[config.mk]
export PLATFORM = sky130hd
export DESIGN_NAME = peridot_board_gpio
export DESIGN_NICKNAME = d
export VERILOG_FILES = /design/src/rtl/peridot_board_pkg.sv /design/src/rtl/peridot_sync_edge.sv /design/src/rtl/peridot_board_gpio.sv
export SDC_FILE = /design/constraint.sdc
export NUM_CORES = 1
export LEC_CHECK = 0
export BUFFER_PORTS_ARGS = -buffer_cell sky130_fd_sc_hd__buf_2
export CAP_MARGIN = 20
export CORE_ASPECT_RATIO = 0.8
export CORE_MARGIN = 1.5
export CORE_UTILIZATION = 27
export DETAILED_ROUTE_END_ITERATION = 7
export SYNTH_ARGS = -nofsm -noshare
export SYNTH_HDL_FRONTEND = slang
export SYNTH_SLANG_ARGS = --single-unit
[constraint.sdc]
create_clock -name clk -period 12.85 [get_ports clk]
set_input_delay 1.285 -clock clk [delete_from_list [all_inputs] [get_ports clk]]
set_output_delay 1.285 -clock clk [all_outputs]
set_load 0.05 [all_outputs]
[src/rtl/peridot_board_pkg.sv]
// Shared definitions for the PERIDOT board-support core: register map, LED modes
// and the ready-sequencer state type.
package peridot_board_pkg;

    localparam logic [2:0] REG_DOUT = 3'd0;
    localparam logic [2:0] REG_OE   = 3'd1;
    localparam logic [2:0] REG_DIN  = 3'd2;
    localparam logic [2:0] REG_EDGE = 3'd3;
    localparam logic [2:0] REG_MASK = 3'd4;
    localparam logic [2:0] REG_LED  = 3'd5;
    localparam logic [2:0] REG_STAT = 3'd6;
    localparam logic [2:0] REG_RSVD = 3'd7;

    localparam logic [1:0] LED_OFF   = 2'd0;
    localparam logic [1:0] LED_ON    = 2'd1;
    localparam logic [1:0] LED_BLINK = 2'd2;
    localparam logic [1:0] LED_IRQ   = 2'd3;

    typedef enum logic {
        SEQ_WAIT  = 1'b0,
        SEQ_READY = 1'b1
    } seq_state_t;

    // STAT word: bit0 = ready, bits[13:8] = bank width
    function automatic logic [31:0] stat_word(input logic ready, input int width);
        stat_word = {18'd0, 6'(width), 7'd0, ready};
    endfunction

endpackage

[src/rtl/peridot_sync_edge.sv]
// Multi-bit input synchroniser with a one-cycle rising-edge pulse on the synced value.
// Shared by PERIDOT peripherals that sample asynchronous pads.
module peridot_sync_edge #(
    parameter int WIDTH       = 30,
    parameter int SYNC_STAGES = 2
) (
    input  logic             clk,
    input  logic             reset,
    input  logic [WIDTH-1:0] async_in,
    output logic [WIDTH-1:0] sync_out,
    output logic [WIDTH-1:0] rise
);

    logic [WIDTH-1:0] sync_p [SYNC_STAGES];
    logic [WIDTH-1:0] sync_last_p;

    always_ff @(posedge clk or posedge reset) begin
        if (reset) begin
            for (int i = 0; i < SYNC_STAGES; i++) begin
                sync_p[i] <= '0;
            end
            sync_last_p <= '0;
        end else begin
            sync_p[0] <= async_in;
            for (int i = 1; i < SYNC_STAGES; i++) begin
                sync_p[i] <= sync_p[i-1];
            end
            sync_last_p <= sync_p[SYNC_STAGES-1];
        end
    end

    assign sync_out = sync_p[SYNC_STAGES-1];
    // Pulse is valid for the cycle in which the synced value first reads 1
    assign rise     = sync_out & ~sync_last_p;

endmodule

[src/rtl/peridot_board_gpio.sv]
// PERIDOT board-support core: GPIO bank with output enables, edge-capture IRQ,
// status LED and post-reset ready sequencer behind a 32-bit Avalon-MM slave.
module peridot_board_gpio
    import peridot_board_pkg::*;
#(
    parameter int GPIO_WIDTH    = 30,
    parameter int SYNC_STAGES   = 2,
    parameter int LED_DIV_WIDTH = 24,
    parameter int READY_DELAY   = 1024
) (
    input  logic                  clk,
    input  logic                  reset,
    input  logic [2:0]            avs_address,
    input  logic                  avs_read,
    output logic [31:0]           avs_readdata,
    input  logic                  avs_write,
    input  logic [31:0]           avs_writedata,
    output logic                  ins_irq,
    input  logic [GPIO_WIDTH-1:0] gpio_in,
    output logic [GPIO_WIDTH-1:0] gpio_out,
    output logic [GPIO_WIDTH-1:0] gpio_oe,
    output logic                  led,
    output logic                  sys_ready
);

    localparam int RDY_W = (READY_DELAY > 1) ? $clog2(READY_DELAY) : 1;
    localparam logic [RDY_W-1:0] RDY_LAST = RDY_W'(READY_DELAY - 1);

    logic [GPIO_WIDTH-1:0]    dout_q;
    logic [GPIO_WIDTH-1:0]    oe_q;
    logic [GPIO_WIDTH-1:0]    edge_q;
    logic [GPIO_WIDTH-1:0]    mask_q;
    logic [1:0]               led_mode_q;
    logic [LED_DIV_WIDTH-1:0] presc_q;
    logic                     led_q;
    logic                     irq_q;
    logic [31:0]              readdata_q;
    logic [31:0]              rd_mux;

    seq_state_t               seq_state;
    logic [RDY_W-1:0]         rdy_cnt_q;
    logic                     ready_q;

    logic [GPIO_WIDTH-1:0]    din;
    logic [GPIO_WIDTH-1:0]    din_rise;
    logic [GPIO_WIDTH-1:0]    wdata_bank;
    logic [GPIO_WIDTH-1:0]    edge_clr;
    logic                     irq_next;
    logic                     presc_wrap;
    logic                     unused_wdata;

    function automatic logic [31:0] bank_word(input logic [GPIO_WIDTH-1:0] v);
        bank_word = 32'(v);
    endfunction

    peridot_sync_edge #(
        .WIDTH       (GPIO_WIDTH),
        .SYNC_STAGES (SYNC_STAGES)
    ) u_sync_edge (
        .clk      (clk),
        .reset    (reset),
        .async_in (gpio_in),
        .sync_out (din),
        .rise     (din_rise)
    );

    assign wdata_bank   = avs_writedata[GPIO_WIDTH-1:0];
    assign unused_wdata = ^avs_writedata;
    assign edge_clr     = (avs_write && avs_address == REG_EDGE) ? wdata_bank : '0;
    assign irq_next     = |(edge_q & mask_q);
    assign presc_wrap   = &presc_q;

    always_ff @(posedge clk or posedge reset) begin
        if (reset) begin
            dout_q     <= '0;
            oe_q       <= '0;
            mask_q     <= '0;
            led_mode_q <= LED_OFF;
        end else if (avs_write) begin
            case (avs_address)
                REG_DOUT: dout_q     <= wdata_bank;
                REG_OE:   oe_q       <= wdata_bank;
                REG_MASK: mask_q     <= wdata_bank;
                REG_LED:  led_mode_q <= avs_writedata[1:0];
                default:  ;
            endcase
        end
    end

    // A new edge in the same cycle as its w1c wins, so the set is applied after the clear
    always_ff @(posedge clk or posedge reset) begin
        if (reset) begin
            edge_q <= '0;
            irq_q  <= 1'b0;
        end else begin
            edge_q <= (edge_q & ~edge_clr) | din_rise;
            irq_q  <= irq_next;
        end
    end

    always_ff @(posedge clk or posedge reset) begin
        if (reset) begin
            presc_q <= '0;
            led_q   <= 1'b0;
        end else begin
            presc_q <= presc_q + 1'b1;
            case (led_mode_q)
                LED_OFF:   led_q <= 1'b0;
                LED_ON:    led_q <= 1'b1;
                LED_BLINK: if (presc_wrap) led_q <= ~led_q;
                LED_IRQ:   led_q <= irq_next;
            endcase
        end
    end

    always_ff @(posedge clk or posedge reset) begin
        if (reset) begin
            seq_state <= SEQ_WAIT;
            rdy_cnt_q <= '0;
            ready_q   <= 1'b0;
        end else begin
            case (seq_state)
                SEQ_WAIT: begin
                    if (rdy_cnt_q == RDY_LAST) begin
                        seq_state <= SEQ_READY;
                        ready_q   <= 1'b1;
                    end else begin
                        rdy_cnt_q <= rdy_cnt_q + 1'b1;
                    end
                end
                SEQ_READY: ready_q <= 1'b1;
            endcase
        end
    end

    always_comb begin
        rd_mux = '0;
        case (avs_address)
            REG_DOUT: rd_mux = bank_word(dout_q);
            REG_OE:   rd_mux = bank_word(oe_q);
            REG_DIN:  rd_mux = bank_word(din);
            REG_EDGE: rd_mux = bank_word(edge_q);
            REG_MASK: rd_mux = bank_word(mask_q);
            REG_LED:  rd_mux = {30'd0, led_mode_q};
            REG_STAT: rd_mux = stat_word(ready_q, GPIO_WIDTH);
            default:  rd_mux = '0;
        endcase
    end

    // Read data is captured only on a read strobe and held otherwise
    always_ff @(posedge clk or posedge reset) begin
        if (reset) begin
            readdata_q <= '0;
        end else if (avs_read) begin
            readdata_q <= rd_mux;
        end
    end

    assign avs_readdata = readdata_q;
    assign gpio_out     = dout_q;
    assign gpio_oe      = oe_q;
    assign ins_irq      = irq_q;
    assign led          = led_q;
    assign sys_ready    = ready_q;

endmodule

==> run summary <==
Number of inserted filler cells in the final layout: 3,987. The worst register-to-register path has a setup slack of 10.79 ns. The run gives 51 as the post-synthesis cell type count. Final-layout setup total negative slack: 0 ns.

The layout cell share with drive strength beyond 1 is 32.69%. The buffer cell driving the clock tree root was sky130_fd_sc_hd__clkbuf_16. The post-synthesis instance area is 10,930 sq um. The worst-case clock skew was 0.01507 ns. For this design the top-level I/O count stands at 164. The via count normalized by instance count came out at 4.624. The maximum ir drop on the vdd rail is 0.1267 mV. After legalization and detailed placement, the total HPWL measured 18.98 mm. The area of the placeable core came out at 39,690 sq um. The congestion estimate from routability-driven global placement came to 0.7481.

The total overflow reported by the global router came out at 0. For this run, design rule violations remaining after detail routing come to 0. The number of cell rows came out at 65. Clock-pin slew was measured on the worst setup and hold paths at 0.06 ns. The maximum fanout along the worst path is 21.

The max-slew violation count is 0. TritonCTS built the clock tree. The flow ran to the end, and the final reports show no timing, DRC or antenna violations. Number of warnings issued by yosys: 0.

In this run the tool buffered the top-level ports with 159 buffer cells. The top flip-flop cell by instance count after synthesis was sky130_fd_sc_hd__dfrtp_1. The number of clock buffers inserted by TritonCTS came out at 31. For hold timing, the worst endpoint is u_sync_edge.sync_out[21]$_DFF_PP0_. The worst path needs 3.226 ns of the cycle, external delays included. The die span in x is 227.9 microns, and the number of global-route vias before repair is 7,475. The number of buffers inserted by post-CTS setup repair was 0; the die outline area was 41,700 sq um.

For this design the static power due to leakage is 6.101 nW. The detail route stage leaves a number of antenna-violating nets equal to 0. The chip height was 183.0 microns; the post-synthesis sequential element count was 280. Pin count of the biggest net entering global routing: 132. Counting instances, the worst hold path has a depth of 0. Setup repair after global routing left no endpoint under its margin.

The share of the yosys chip area belonging to registers is 64.11%. Once the floorplan was initialized, standard cells occupied 27.54% of the core. Final hold analysis gives a worst-case slack of 0.3466 ns. The critical path is of the in -> reg type. The worst setup path is launched from an input port. The class of the tightest hold or removal check is reg -> reg. Once the clock tree was built, the resizer swapped 0 gates to a different size.

The endpoint identified for the worst register-to-register timing path is led$_DFFE_PP0P_. The run gives 0 as the count of final hold-check violations. For this block, the initial DRC count from the detailed router was 339. The run gives 2 as the initial antenna violation count. The worst register-to-register path begins at edge_q[2]$_DFF_PP0_. The later pin in the worst-skew pair is clocked with a latency of 0.56 ns. The worst setup path is captured at a register. The longest clock path from root to sink contains 3 buffers. The total of max-cap violations was 0; the wire length per cell was 19.25 microns. Headroom to the max-slew limit came out at 28.48%. The run gives 1 as the depth of the CTS H-tree.

For this run, the detailed router's first-pass iteration total came to 4. The worst register-to-register path has a depth of 5. The hold buffer count at CTS is 0. The peak clock frequency supported by timing is 310.0 MHz. The tools report the startpoint of the tightest hold check path as u_sync_edge.sync_p[51]$_DFF_PP0_. The total of endpoints with negative setup slack in the final report is 0, and the final cycle utilization of the critical path is 25.10%. At the worst endpoint, the required time is 13.28 ns.

The final worst setup slack was 9.624 ns; the overall power was 2.478 mW. STA puts the critical path data arrival time at 3.66 ns. The logs give 14.10% for the overall routing resource usage and 1,038 for the post-layout net count.

In this run the mean area of a mapped cell was 13.64 sq um. The slew at the pin closest to its max-slew limit was 1.069 ns; the via count was 7,065. From synthesis to final layout, the design area changed by 23.18%. The run gives 801 as the number of cells produced by synthesis. In this run the power density over the cells is 184.1 nW/um^2. The share of flip-flops with an asynchronous set or reset after synthesis works out to 100.0%. The routed design has 29.41 mm of wire. The tree built by TritonCTS fans out to 280 sinks.

The number of flops mapped to enable cells by yosys was 0; the pre-CTS setup slack was 8.803 ns. The run gives 45.63 mm as the global-route wire length before repair.
-- per-stage QoR --
step	cell area, sq um	instances	utilization (%)
detailed placement	12310	1468	31.01
CTS	13410	1525	33.80
finish	13460	1528	33.92
floorplan	10930	802	-
global route	13460	1527	33.92
global placement	12310	1468	31.01
-- synth_stat cells (all sizes together), types with 2 or more instances --
cell type  number  area (sq um)
buf            32         183.9
inv            64         240.2
o221ai          4         35.03
nand2          44         165.2
o2bb2ai        23         201.4
and2            4         25.02
nor2b           2         12.51
dfrtp         280          7007
mux2i          29         290.3
mux2           93          1047
a221oi         24         210.2
nor4            2         25.02
nor3            4         25.02
a22oi          16         120.1
mux4            2         45.04
ha              2         25.02
xnor2          20         175.2
a21oi          11         58.81
nor2           12         45.04
nand3          13         70.07
and4            5         46.29
o21ai           3         18.76
a22o           30         262.8
clkbuf          7         26.28
nand4          10         68.81
o22ai          26         162.7
and3            7         53.80
nor3b           5         57.56
o21a            8         60.06
xor2           11         103.9
-- cell type report --
cell class | instances | area, sq um | area share (%)
antenna | 1 | 2.502 | 0.01859
clock buffer | 42 | 887.1 | 6.589
clock inverter | 15 | 217.7 | 1.617
inverter | 64 | 247.7 | 1.840
multi-input combinational | 419 | 3512 | 26.09
sequential | 280 | 7007 | 52.04
tap | 536 | 670.6 | 4.981
timing repair buffer | 171 | 918.4 | 6.822
-- worst max-delay path: stages --
cell and delay [ns]:
sky130_fd_sc_hd__buf_2 0.29, sky130_fd_sc_hd__or2_1 0.34, sky130_fd_sc_hd__nor3b_4 0.88, sky130_fd_sc_hd__buf_4 0.45, sky130_fd_sc_hd__mux2_2 0.37
-- worst max path at each step --
stage | endpoint | start | slack, ns
after floorplan | avs_readdata[0]$_DFFE_PP0P_ | reset | 3.84
after global placement | gpio_oe[5]$_DFFE_PP0P_ | avs_address[0] | 8.84
after detailed placement | gpio_oe[19]$_DFFE_PP0P_ | avs_address[0] | 8.80
after CTS | gpio_oe[23]$_DFFE_PP0P_ | avs_address[0] | 9.39
after global routing | gpio_out[4]$_DFFE_PP0P_ | avs_address[0] | 9.48
final | gpio_out[4]$_DFFE_PP0P_ | avs_address[0] | 9.62
-- per-layer routing --
layer | global-route usage, % | wire [microns] | part of all wire [%] | up-vias
met5 | 0 | 12 | 0.041 | -
met4 | 3.894 | 766 | 2.6 | 2
met3 | 3.343 | 1544 | 5.3 | 47
met2 | 22.60 | 13520 | 46 | 175
met1 | 19.09 | 13570 | 46 | 3630
li1 | - | - | - | 3211
-- placed cells by master (no fill, tap or decap), drive strengths merged, types with 7 or more instances in the layout --
master   count
nor2        12
nand4       10
a22o        30
nand3       13
a22oi       16
a21oi       11
clkinv       7
o21a         8
o22ai       26
and3         7
mux2        93
nand2       44
dfrtp      280
xor2        11
o2bb2ai     23
xnor2       20
clkbuf      42
buf        171
a221oi      24
inv         66
mux2i       29
-- flip-flops by register name, summed over array words and instances, names as in the netlist --
name / count
avs_readdata: 30
edge_q: 30
gpio_oe: 30
gpio_out: 30
mask_q: 30
u_sync_edge.sync_last_p: 30
u_sync_edge.sync_out: 30
u_sync_edge.sync_p: 30
presc_q: 24
rdy_cnt_q: 10
led_mode_q: 2
ins_irq: 1
led: 1
seq_state: 1
sys_ready: 1
-- kinds of logic after synthesis --
kind of cell / synth area share (%)
flip-flops: 64.11
AO/OA/AOI/OAI: 10.60
multiplexers: 12.65
AND/OR/NAND/NOR: 5.701
buffers and inverters: 4.121
XOR/XNOR: 2.553
adder cells (fa/ha/maj): 0.2289
other: 0.03431
-- power by group --
part / internal, mW / leakage, nW / switching, mW
logic: 0.138 / 2.25 / 0.335
registers: 0.981 / 3.31 / 0.0757
clock network: 0.584 / 0.545 / 0.365
(Power assumes the default switching activity.)
